File: src/rtl/windower_pad.sv
// Streaming 1-D sliding-window generator: T samples in per beat, one window of
// T+K-1 samples out per beat, image edges padded with zeros or the edge sample.
module windower_pad #(
   parameter int NO_CH         = 8,
   parameter int LOG2_IMG_SIZE = 7,
   parameter int THROUGHPUT    = 1,
   parameter int KERNEL        = 3,
   parameter int PAD_MODE      = 0
) (
   input  logic                                      clk,
   input  logic                                      rst,
   input  logic                                      vld_in,
   output logic                                      rdy_in,
   input  logic [THROUGHPUT-1:0][NO_CH-1:0]          data_in,
   output logic                                      vld_out,
   input  logic                                      rdy_out,
   output logic [THROUGHPUT+KERNEL-2:0][NO_CH-1:0]   data_out
);

   localparam int T  = THROUGHPUT;
   localparam int P  = (KERNEL - 1) / 2;
   localparam int W  = T + KERNEL - 1;
   localparam int CW = LOG2_IMG_SIZE - $clog2(T);

   typedef logic [T-1:0][NO_CH-1:0] beat_t;
   typedef logic [P-1:0][NO_CH-1:0] edge_t;
   typedef enum logic [1:0] {FILL, RUN, FLUSH} state_t;

   state_t        state, state_nxt;
   logic [CW-1:0] cnt;
   edge_t         prev_q;   // newest P samples of the beat before cur_q
   beat_t         cur_q;
   edge_t         lead_pad, tail_pad, nxt_edge;
   logic [W-1:0][NO_CH-1:0] window;
   logic          out_free, accept, load;

   // NOTE: every signal driven here gets a default first so no latch is inferred.
   always_comb begin
      out_free  = !vld_out || rdy_out;
      rdy_in    = out_free && (state != FLUSH);
      accept    = vld_in && rdy_in;
      lead_pad  = (PAD_MODE == 1) ? {P{data_in[T-1]}} : '0;
      tail_pad  = (PAD_MODE == 1) ? {P{cur_q[0]}}     : '0;
      nxt_edge  = (state == FLUSH) ? tail_pad : data_in[T-1 -: P];
      window    = {prev_q, cur_q, nxt_edge};
      load      = (state == RUN && accept) || (state == FLUSH && out_free);
      state_nxt = state;
      case (state)
         FILL:    if (accept) state_nxt = RUN;
         RUN:     if (accept && cnt == '1) state_nxt = FLUSH;
         FLUSH:   if (out_free) state_nxt = FILL;
         default: state_nxt = FILL;
      endcase
   end

   // NOTE: sequential state uses non-blocking assignments only, so every
   // register samples the pre-edge values regardless of block ordering.
   always_ff @(posedge clk or negedge rst) begin
      if (!rst) begin
         state <= FILL;
         cnt   <= '0;
      end else begin
         state <= state_nxt;
         if (accept) cnt <= cnt + 1'b1;
      end
   end

   // NOTE: the history is reset so a mid-image reset cannot leak old samples
   // into the leading pad of the next image.
   always_ff @(posedge clk or negedge rst) begin
      if (!rst) begin
         prev_q <= '0;
         cur_q  <= '0;
      end else if (accept) begin
         prev_q <= (state == FILL) ? lead_pad : cur_q[P-1:0];
         cur_q  <= data_in;
      end
   end

   // Output register only loads when free, so data holds through a stall.
   always_ff @(posedge clk or negedge rst) begin
      if (!rst) begin
         vld_out  <= 1'b0;
         data_out <= '0;
      end else if (load) begin
         vld_out  <= 1'b1;
         data_out <= window;
      end else if (rdy_out) begin
         vld_out  <= 1'b0;
      end
   end

endmodule

File: config.mk
export PLATFORM = sky130hd
export DESIGN_NAME = windower_pad
export DESIGN_NICKNAME = d
export VERILOG_FILES = /design/src/rtl/windower_pad.sv
export SDC_FILE = /design/constraint.sdc
export NUM_CORES = 1
export LEC_CHECK = 0
export CAP_MARGIN = 10
export CORE_MARGIN = 3
export CORE_UTILIZATION = 28
export DETAILED_ROUTE_END_ITERATION = 8
export DONT_BUFFER_PORTS = 1
export HOLD_SLACK_MARGIN = 0.06
export PLACE_DENSITY = 0.51
export SLEW_MARGIN = 10
export SYNTH_ARGS = -nofsm -noshare
export SYNTH_HDL_FRONTEND = slang
export SYNTH_SLANG_ARGS = --single-unit
File: constraint.sdc
create_clock -name clk -period 1.3 [get_ports clk]
set_input_delay 0.065 -clock clk [delete_from_list [all_inputs] [get_ports clk]]
set_output_delay 0.065 -clock clk [all_outputs]
set_load 0.01 [all_outputs]
==> summary.txt <==
========================================================================================
Status                                                                      finished with violations
Failing checks                                                              negative setup slack
Area growth syn-to-layout                                                          28.3%
Leakage power                                                                 0.00129 µW
Vias in the first global route                                                     1,372
Multiplexer share of the synthesized area                                          10.6%
Share of post-route cells with drive strength above 1                              28.6%
Hold Path Class                                                                   in2reg
Worst path required time                                                         1.49 ns
Antenna cell count                                                                     0
Flop-to-flop setup slack                                                        -0.15 ns
Most area-consuming cells after synthesis                                   dfrtp_1, nand2_1, mux2_4, mux2_1, nand3_1
Max-slew violations                                                                    0
TritonCTS clock tree                                                                done
Commonest cells after routing, fill and taps aside                          nand2_1, dfrtp_1, buf_4
Core area                                                                       6940 µm²
Sum of overflow across all layers after global routing                                 0
Worst R2R End                                                               data_out[15]
Setup skew after layout                                                        0.0113 ns
Number of max-capacitance violations reported                                          0
DRT antenna net count                                                                  0
Area fraction in and, or, nand and nor cells after synthesis                       19.2%
Post-layout net count                                                                232
Synthesis-stage register bit count                                                    50
Maximum clock rate                                                               690 MHz
Syn Nets                                                                             193
Initial antenna violation count                                                        0
Transition time at the pin with the least slew margin                           0.252 ns
RSZ-0062 raised after global routing                                                true
Most common library cell in the layout ignoring fill and taps                    nand2_1
Clock-pin slew on the worst setup and hold paths                                 0.10 ns
Area share of the leading cell type in the synthesized netlist                     60.8%
Hold Fails Final Rpt                                                                   0
Via count                                                                          1,352
R2r worst-path depth                                                                   5
Clock root buffer                                                               clkbuf_8
Die area                                                                        8410 µm²
Clock tree sinks                                                                      50
Number of unique standard cell types used by synthesis                                29
Critical Path Sink Type                                                             flop
Number of search-and-repair iterations in the first detailed-routing pass              4
Sequential cell area fraction in the yosys report                                  60.8%
Die height                                                                       91.7 µm
Number of placed I/O pins                                                             38
Setup-violating endpoint count in the final report                                    34
Shortest period the worst path allows                                            1.45 ns
Average wire length per cell after detail routing                                13.4 µm
Fraction of the mapped netlist area in compound gates                              3.47%
Core Util, Final                                                                   38.0%
Relative contribution of sequential cells to total power                           57.4%
Pwr dens                                                                     1460 nW/µm²
Minimum setup slack in the final design                                        -0.149 ns
Maximum level of the CTS H-tree                                                        2
Dominant combinational cell family by area after synthesis                  simple AND/OR/NAND/NOR gates
Switch Pwr                                                                       1120 µW
Maximum vdd drop                                                                0.455 mV
Detailed-route wire length                                                       4250 µm
Number of buffers between clock root and the deepest sink                              2
Maximum net fanout on the critical path                                                4
Violation count after the first detailed-routing iteration                            73
First-pass GRT wire length                                                       7140 µm
Initial Util                                                                       29.6%
Adder and majority cell fraction of the synthesized area                          0.608%
Library cell with the largest summed area after synthesis                        dfrtp_1
Netlist area before placement                                                   2060 µm²
Part of the total power dissipated in the clock network                            24.4%
Cells after synthesis                                                                180
Cell row count                                                                        30
Cts bufs inserted                                                                      5
Clock insertion delay at the later pin of the skew report                        0.30 ns
Tightest slew margin relative to the limit                                         83.2%
Parity-gate share of the synthesized area counting xor and xnor cells              2.55%
Worst slack after detailed placement                                           -0.130 ns
Net switching fraction of the power                                                29.1%
CP endpoint                                                                 data_out[15]
Post-Route Hold Slack                                                           0.107 ns
Final worst path period share                                                       111%
Internal power consumption                                                       2730 µW
HPWL after detailed placement                                                    2830 µm
Via density                                                                         4.28
Reg-to-Reg Start                                                                state[0]
Pin count of the biggest net entering global routing                                  51
YS warnings                                                                            0
Part of the power in combinational logic                                           18.1%
Port Buffers                                                                           0
Arrival time reported for the critical path endpoint                             1.64 ns
Remaining DRCs                                                                         0
Critical Path Start Type                                                            flop
Final Wtd Congestion                                                               0.691
Mean cell area of the mapped netlist                                            11.4 µm²
Global routing usage summed across all routing layers                              10.6%
Die width                                                                        91.7 µm
Category of the critical setup timing path                                       reg2reg
Launching element of the worst setup path                                       state[0]
========================================================================================
per-layer routing:
layer | vias up | track usage [%] | wire, µm
met5 | - | 0 | 0
met4 | 0 | 3.34 | 33
met3 | 2 | 3.69 | 249
met2 | 27 | 15.4 | 1880
met1 | 654 | 14.8 | 2080
li1 | 669 | - | -
worst min-delay path by stage:
stage	slack (ns)	startpoint	depth (start not counted)	endpoint
5_1_grt	0.10	vld_in	3	cnt[1]
4_1_cts	0.12	vld_in	4	cnt[5]
3_5_place_dp	-0.23	rst	0	data_out[17]
2_1_floorplan	-0.23	rst	0	cnt[0]
3_3_place_gp	-0.23	rst	0	data_out[17]
6_report	0.11	vld_in	3	cnt[1]
what timing repair did:
| item | CTS | global route |
|---|---|---|
| hold endpoints to repair | 68 | 0 |
| pin swaps | 1 | 3 |
| setup buffers | 1 | 4 |
| hold buffers | 12 | 0 |
| endpoints found under the setup margin | 35 | 45 |
| gates resized for setup | 5 | 11 |
Yosys cell counts:
cell type / instances
nand2_1: 61
nand3_1: 11
nor2b_2: 1
buf_2: 3
and3_1: 2
xor2_1: 2
o22ai_1: 1
a311oi_1: 1
or3_1: 1
nor3b_1: 1
buf_6: 2
or2_2: 1
nand2b_1: 1
o21ai_1: 8
ha_1: 1
nor2b_1: 1
and3b_1: 1
mux2_4: 10
nor2_1: 3
buf_1: 1
dfrtp_1: 50
nand3_4: 1
buf_4: 2
xnor2_1: 4
nand2b_2: 1
mux2_1: 6
nand4_1: 1
o21ai_4: 1
nor3_1: 1
cells by family after synthesis:
kind of cell    after synthesis
compound gates               11
mux                          16
flops                        50
fa+ha+maj                     1
xor+xnor                      6
simple gates                 88
buf+inv                       8
power groups by stage:
stage	sequential, µW	clock [µW]	combinational (µW)
floorplan	2170	0	434
global placement	2230	0	570
detailed placement	2240	0	584
CTS	2210	986	670
global route	2260	1070	779
finish	2210	939	697
stage by stage:
step | power, µW | TNS (ns) | instance area [µm²] | cells
floorplan | 2600 | -1.42 | 2060 | 180
global placement | 2800 | -1.47 | 2310 | 291
detailed placement | 2820 | -2.05 | 2310 | 291
CTS | 3860 | -2.22 | 2570 | 312
global route | 4110 | -6.00 | 2640 | 316
finish | 3840 | -2.49 | 2640 | 316
worst max-delay path, stage by stage (launching register included):
cell and delay, ns:
dfrtp_1 0.41, and3b_2 0.23, o21ai_4 0.16, buf_4 0.13, buf_6 0.10, mux2_1 0.31
state kept, by name (all words and copies together), names as in the netlist:
name	cells
cnt	7
cur_q	8
data_out	24
prev_q	8
state	2
vld_out	1
final cells by class:
type | instances | area, µm²
repair buffers | 40 | 368
multi-input cells | 122 | 806
fillers | 695 | 4300
clock inverters | 2 | 12.5
flip-flops and latches | 50 | 1250
clock buffers | 6 | 82.6
well taps | 96 | 120
(Power assumes the default switching activity.)
